==> src/rtl/window_pointer_stack.sv <==
// window_pointer_stack
// Register-window base pointer for the SAYEH register file, with a small
// hardware LIFO that saves the base on call (push) and restores it on
// return (pop). Sticky flags record misuse of the stack.
//
// Command strobes (WPadd/WPpush/WPpop/WPclrErr) are level-sampled on every
// rising clk edge. No handshake is involved: each cycle a strobe is high
// counts as one command, and the outcome is visible on the registered
// outputs one cycle later. When several strobes are high together the
// highest-priority one wins: push+pop together, then pop, then push, then add.
module window_pointer_stack #(
  parameter int WP_WIDTH = 3,
  parameter int DEPTH    = 4,
  parameter int SATURATE = 0,
  localparam int DW      = $clog2(DEPTH + 1)
) (
  input  logic                clk,
  input  logic                WPreset,
  input  logic [WP_WIDTH-1:0] WPin,
  input  logic                WPadd,
  input  logic                WPpush,
  input  logic                WPpop,
  input  logic                WPclrErr,
  output logic [WP_WIDTH-1:0] WPout,
  output logic [DW-1:0]       WPdepth,
  output logic                WPfull,
  output logic                WPempty,
  output logic                WPovf,
  output logic                WPunf,
  output logic                WPerr
);

  logic [WP_WIDTH-1:0] wp_q, wp_d;
  logic [DW-1:0]       depth_q, depth_d;
  logic                ovf_q, ovf_d;
  logic                unf_q, unf_d;
  logic                err_q, err_d;

  // Save entries; contents are meaningless above depth_q, so no reset.
  logic [WP_WIDTH-1:0] lifo_q [DEPTH];

  logic                push_ok;
  logic [WP_WIDTH-1:0] top_val;
  logic [WP_WIDTH:0]   sum_wide;
  logic [WP_WIDTH-1:0] sum_val;

  // Pointer plus offset, one bit wider so saturation can see the carry.
  always_comb begin
    sum_wide = {1'b0, wp_q} + {1'b0, WPin};
    if ((SATURATE != 0) && sum_wide[WP_WIDTH]) begin
      sum_val = '1;
    end else begin
      sum_val = sum_wide[WP_WIDTH-1:0];
    end
  end

  // Select the most recently saved entry (index depth_q-1).
  always_comb begin
    top_val = '0;
    for (int i = 0; i < DEPTH; i++) begin
      if (depth_q == DW'(i + 1)) begin
        top_val = lifo_q[i];
      end
    end
  end

  // Command decode; a flag set in the same cycle as WPclrErr stays set.
  always_comb begin
    wp_d    = wp_q;
    depth_d = depth_q;
    ovf_d   = ovf_q & ~WPclrErr;
    unf_d   = unf_q & ~WPclrErr;
    err_d   = err_q & ~WPclrErr;
    push_ok = 1'b0;

    if (WPpush && WPpop) begin
      err_d = 1'b1;
    end else if (WPpop) begin
      if (depth_q != '0) begin
        wp_d    = top_val;
        depth_d = depth_q - DW'(1);
      end else begin
        unf_d = 1'b1;
      end
    end else if (WPpush) begin
      if (depth_q != DW'(DEPTH)) begin
        push_ok = 1'b1;
        wp_d    = sum_val;
        depth_d = depth_q + DW'(1);
      end else begin
        ovf_d = 1'b1;
      end
    end else if (WPadd) begin
      wp_d = sum_val;
    end
  end

  // Pointer, depth and sticky flags; reset may arrive at any time.
  always_ff @(posedge clk or posedge WPreset) begin
    if (WPreset) begin
      wp_q    <= '0;
      depth_q <= '0;
      ovf_q   <= 1'b0;
      unf_q   <= 1'b0;
      err_q   <= 1'b0;
    end else begin
      wp_q    <= wp_d;
      depth_q <= depth_d;
      ovf_q   <= ovf_d;
      unf_q   <= unf_d;
      err_q   <= err_d;
    end
  end

  // Save the pre-add pointer into the first free slot on an accepted push.
  always_ff @(posedge clk) begin
    if (push_ok) begin
      for (int i = 0; i < DEPTH; i++) begin
        if (depth_q == DW'(i)) begin
          lifo_q[i] <= wp_q;
        end
      end
    end
  end

  assign WPout   = wp_q;
  assign WPdepth = depth_q;
  assign WPfull  = (depth_q == DW'(DEPTH));
  assign WPempty = (depth_q == '0);
  assign WPovf   = ovf_q;
  assign WPunf   = unf_q;
  assign WPerr   = err_q;

endmodule

==> config.mk <==
export PLATFORM = sky130hd
export DESIGN_NAME = window_pointer_stack
export DESIGN_NICKNAME = d
export VERILOG_FILES = /design/src/rtl/window_pointer_stack.sv
export SDC_FILE = /design/constraint.sdc
export NUM_CORES = 1
export LEC_CHECK = 0
export ABC_CLOCK_PERIOD_IN_PS = 5050
export CORE_MARGIN = 1.5
export CORE_UTILIZATION = 40
export CTS_BUF_LIST = sky130_fd_sc_hd__clkbuf_4
export DETAILED_ROUTE_END_ITERATION = 10
export DONT_BUFFER_PORTS = 1
export PLACE_DENSITY = 0.56
export SLEW_MARGIN = 20
export SYNTH_ARGS = -nofsm -noshare
export SYNTH_HDL_FRONTEND = slang
export SYNTH_SLANG_ARGS = --single-unit
==> constraint.sdc <==
create_clock -name clk -period 5.05 [get_ports clk]
set_input_delay 0.505 -clock clk [delete_from_list [all_inputs] [get_ports clk]]
set_output_delay 0.505 -clock clk [all_outputs]
set_load 0.05 [all_outputs]
Word level (Yosys, flattened, before mapping)
Memory sizes are Yosys's and may differ from the RTL's.
Cells that the tools add are included.
{ "classes": {"n_eq_ne": 7, "n_bitwise": 5, "n_addsub": 3, "mux": 46, "n_reduce_logical": 11} }
{ "ops": {"columns": ["cell", "n"], "rows": [
  ["2-to-1 mux 3 bit", 16],
  ["2-to-1 mux 1 bit", 27],
  ["OR reduction 3 bit", 3],
  ["AND reduction 4 bit", 2],
  ["== test 3 x 2 -> 1 bit, second input constant", 2],
  ["2-to-1 mux 2 bit", 3],
  ["nonzero test 3 bit", 2],
  ["nonzero test 2 bit", 2],
  ["adder 3 x 1 -> 3 bit, second input constant", 1],
  ["adder 3 bit", 1],
  ["AND 1 bit", 3],
  ["== test 3 x 1 -> 1 bit, second input constant", 1],
  ["== test 3 bit, second input constant", 1],
  ["logical NOT 3 bit", 1],
  ["!= test 3 x 1 -> 1 bit, second input constant", 1],
  ["!= test 3 bit, second input constant", 1],
  ["subtractor 3 x 1 -> 3 bit, second input constant", 1],
  ["!= test 2 x 1 -> 1 bit, second input constant", 1],
  ["inverter 1 bit", 2],
  ["logical AND 1 bit", 1]
]} }
{ "totals": {"memories": 1, "ff_bits": 9, "out_inout_bits": 11, "word_cells": 78, "ram_bits": 12} }
{ "mem_list": {"columns": ["name", "depth", "width", "rd", "rd_ports_with_merged_regs", "wr", "line_no", "source"], "rows": [
  ["lifo_q", 4, 3, 4, 0, 1, "40", "logic [WP_WIDTH-1:0] lifo_q [DEPTH];"]
]} }

Longest topological paths before layout
{ "logic_depth": {"ltp_word": 11, "depth_mapped": 7, "ltp_nobuf": 7} }

Worst setup path before layout
No wires, ideal clock.
{ "synth_timing": {"path_kind": "register to register", "start": "register wp_q[0], in the netlist WPout[0]", "end": "register wp_q[2], in the netlist WPout[2]", "slack_ns": 3.016, "required_time_ns": 4.972, "stages_incl_launch_ff": 7, "t_arrival_ns": 1.957, "period_less_slack_ns": 2.034, "path_buffers": 0, "cell_sequence": "dfrtp_1 > ha_1 > fa_1 > xor2_1 > a31o_2 > a31o_2 > a21oi_1"} }
{ "synth_via": {"elab_chain_len": 4, "elab_cells_between_ends": 5, "classes_between": "add/sub (1); mux (4)"} }
{ "synth_rtl": {"columns": ["element", "line_no", "source"], "rows": [
  ["from (decl)", "33", "logic [WP_WIDTH-1:0] wp_q, wp_d;"],
  ["from (signal assigned)", "107", "wp_q <= wp_d;"],
  ["adder 3 bit (*)", "49", "sum_wide = {1'b0, wp_q} + {1'b0, WPin};"],
  ["2-to-1 mux 3 bit, on equally long branches", "93, 86", null],
  ["2-to-1 mux 3 bit (*)", "85", "end else if (WPpush) begin"],
  ["2-to-1 mux 3 bit (*)", "78", "end else if (WPpop) begin"]
]} }
Every way passes the cells marked *; elsewhere a longest branch is shown, timed or not. The select of a mux whose other input is x is not followed.
A chain may end at the register's enable or synchronous reset.

Final worst setup path
{ "layout_timing": {"start": "register depth_q[1], in the netlist WPdepth[1]", "end": "output port WPfull"} }
{ "layout_via": {"elab_chain_len": 1} }
{ "layout_rtl": {"columns": ["element", "line_no", "source"], "rows": [
  ["from (decl)", "34", "logic [DW-1:0] depth_q, depth_d;"],
  ["from (signal assigned)", "108", "depth_q <= depth_d;"],
  ["== test 3 bit", "128", "assign WPfull = (depth_q == DW'(DEPTH));"],
  ["to (decl)", "26", "output logic WPfull,"]
]} }
Every way passes these cells.

==> run summary <==
status - finished clean
IO Pins - 20
initial core utilization - 42.29%
HP Class - primary input to async pin
post_cts resized - 0
latest clock arrival within the worst-skew pair - 0.29 ns
Synth Area in XOR/XNOR - 1.502%
Tcrit/Tclk final - 48.63%
top-area cell type share of the netlist area - 30.90%
WL final - 2.439 mm
Reg clk slew, reported paths - 0.12 ns
vias per inst - 5.801
Worst path max stage delay - 0.64 ns
Final HPWL DP - 1.812 mm
Core Area - 2758 sq um
clock net sink count - 21
Seq cells post-synth - 21
Worst VDD drop - 0.0003024 V
crit-path cells - inv_1 -> ha_1 -> nand2_2 -> inv_2
Worst Path Class, Setup - flip-flop to primary output
die height - 57.00 um
layout cells sized above 1 - 14.55%
WP depth - 4
First DRT Iteration DRCs - 21
Seq pwr share - 53.1%
# port buffers - 0
first-pass GRT wire length - 4.036 mm
relative slew slack - 50.67%
fmax - 407.2 MHz
Hold-fix buffers, CTS - 0
cts bufs inserted - 3
routability cong. - 0.8022
Setup crit end kind - primary output
compound-cell area share of the yosys netlist - 18.45%
min cycle time layout - 2.456 ns
CP bufs+invs - 2
post-CTS setup buffers - 0
drt pass-1 iters - 4
Die ar. - 3248 sq um
CP Launch Type - flip-flop
mux share of post-synthesis cell area - 0%
Overflow after GRT - 0
# diodes - 0
dpl ws - 2.823 ns
Worst EP required - 4.55 ns
skew final - 0.002516 ns
sw frac - 49.82%
Cell Pwr Density - 588.0 nW/um^2
Pwr Total - 0.7187 mW
sequential-to-total area share from yosys stat - 50.21%
top post-synthesis cells by area - edfxtp_1 (31%), dfrtp_1 (19%), ha_1 (7.5%), nand2_1 (3.5%), o21ai_0 (3.0%)
Synth Instances - 108
CP Data Arrival Time - 1.95 ns
chip width - 57.00 um
RSZ-0062 raised after global routing - false
clk buf depth - 2
Layout Nets - 128
Final Hold Viols - 0
cell taking the most area after synthesis - edfxtp_1
CTS H-tree depth - 1
Post-Synth Simple-Gate Area - 16.20%
P&R area growth vs syn - 4.828%
Clock power frac - 11.1%
# DRC - 0
Total GRT Usage - 16.04%
post-synth net total - 125
vias in the first global route - 819
Routed Antenna Nets - 0
Post-Synth Adder-Cell Area - 9.227%
CTS tree - yes
antenna violations before repair - 0
CP max FO - 8
NetSw - 0.3581 mW
Setup Viol. Count Final - 0
clk root buf - clkbuf_4
Synth Warn # - 0
max-slew violation count - 0
Comb power frac - 35.8%
CP top delay family - flip-flops
Max Cap Violations - 0
synthesized area - 1166 sq um
WL/cell - 17.30 um
Fin Setup TNS - 0 ns
slowest CP cell - dfrtp_1
Lkg Pwr - 0.5059 nW
vias - 818
count of cell types in the netlist - 36
Register-to-Register Path Depth - 6
combinational family with the most area after synthesis - compound AO/OA/AOI/OAI gates
P_int - 0.3606 mW
final worst slack - 2.594 ns
largest net degree at the start of global routing - 15
most common cell after layout, fill and taps aside - edfxtp_1
most frequent cells in the layout - edfxtp_1 (12), nand2_1 (11), dfrtp_1 (9), inv_1 (8)
Syn Area/Cell - 10.80 sq um
FP Rows - 19
worst slew pin tran - 0.7400 ns
==> flip-flops by register name, indices dropped and copies added (netlist names) <==
signal	flops
WPerr	1
WPdepth	3
WPovf	1
WPunf	1
lifo_q	12
WPout	3
==> layout make-up <==
| class | instances | area, sq um |
|---|---|---|
| Fill cell | 264 | 1535 |
| Sequential cell | 21 | 585.6 |
| Multi-Input combinational cell | 74 | 529.3 |
| Inverter | 11 | 41.29 |
| Tap cell | 31 | 38.79 |
| Clock buffer | 3 | 22.52 |
| Clock inverter | 1 | 5.005 |
==> final timing paths <==
kind	startpoint	end	slack, ns
setup / recovery	WPdepth[1]$_DFFE_PP0P_	WPfull	2.59
hold / removal	WPreset	WPdepth[2]$_DFFE_PP0P_	0.06
setup reg to reg	WPdepth[2]$_DFFE_PP0P_	WPout[2]$_DFFE_PP0P_	2.78
hold reg to reg	lifo_q[3][2]$_DFFE_PP_	WPout[2]$_DFFE_PP0P_	0.66
max in group asynchronous	WPreset	WPout[1]$_DFFE_PP0P_	4.71
min in group clk	WPclrErr	WPunf$_DFF_PP0_	0.30
==> cell usage after synthesis <==
| master | instances |
|---|---|
| edfxtp_1 | 12 |
| nand2_1 | 11 |
| dfrtp_1 | 9 |
| inv_1 | 8 |
| ha_1 | 7 |
| o21ai_0 | 7 |
| nor2_1 | 6 |
| and3_1 | 5 |
| inv_2 | 3 |
| nand2_2 | 3 |
| nand3_1 | 3 |
| o22ai_1 | 3 |
| a21oi_1 | 2 |
| a31o_2 | 2 |
| a31oi_1 | 2 |
| buf_2 | 2 |
| nor2b_1 | 2 |
| o221ai_1 | 2 |
| o2bb2ai_1 | 2 |
| a2111oi_2 | 1 |
| a21boi_0 | 1 |
| a21o_1 | 1 |
| a2bb2oi_2 | 1 |
| a32oi_1 | 1 |
| fa_1 | 1 |
| nand2b_1 | 1 |
| nand3_2 | 1 |
| nand3b_1 | 1 |
| nand4b_1 | 1 |
| nor4b_1 | 1 |
| o211ai_1 | 1 |
| o21ai_4 | 1 |
| o311ai_0 | 1 |
| or2_1 | 1 |
| xnor2_1 | 1 |
| xor2_1 | 1 |
==> power groups by stage <==
| stage | registers [mW] | clock network (mW) | logic [mW] |
|---|---|---|---|
| final | 0.382 | 0.0796 | 0.257 |
| after global routing | 0.389 | 0.0914 | 0.287 |
| after CTS | 0.383 | 0.0821 | 0.257 |
| after detailed placement | 0.388 | 0 | 0.255 |
| after global placement | 0.386 | 0 | 0.249 |
| after floorplan | 0.367 | 0 | 0.209 |
==> worst register-to-register path: stages (launching register included) <==
cell      delay (ns)
dfrtp_1         0.84
inv_2           0.17
ha_1            0.32
nor2_1          0.28
a21boi_0        0.30
o221ai_1        0.16
a21oi_1         0.15
==> metal layers <==
| metal | global-route usage [%] | vias to the layer above | wire length (um) |
|---|---|---|---|
| met5 | 0 | - | 0 |
| met4 | 3.987 | 0 | 14 |
| met3 | 2.721 | 2 | 123 |
| met2 | 25.62 | 25 | 1167 |
| met1 | 22.91 | 395 | 1134 |
| li1 | - | 396 | - |
==> metrics by stage <==
| stage | hold WS [ns] | utilization (%) | instances | instance area, sq um |
|---|---|---|---|---|
| after floorplan | 0.3329 | - | 108 | 1166 |
| after global placement | 0.3989 | 43.33 | 137 | 1195 |
| after detailed placement | 0.4081 | 43.33 | 137 | 1195 |
| after CTS | 0.07547 | 44.33 | 141 | 1222 |
| after global routing | 0.06802 | 44.33 | 141 | 1222 |
| final | 0.06326 | 44.33 | 141 | 1222 |
==> cell families after synthesis <==
logic type               after synthesis
flip-flops                            21
adder cells (fa/ha/maj)                8
AO/OA/AOI/OAI                         28
AND/OR/NAND/NOR                       36
buffers and inverters                 13
XOR/XNOR                               2
Note: power is estimated with default switching activity, not from simulation.
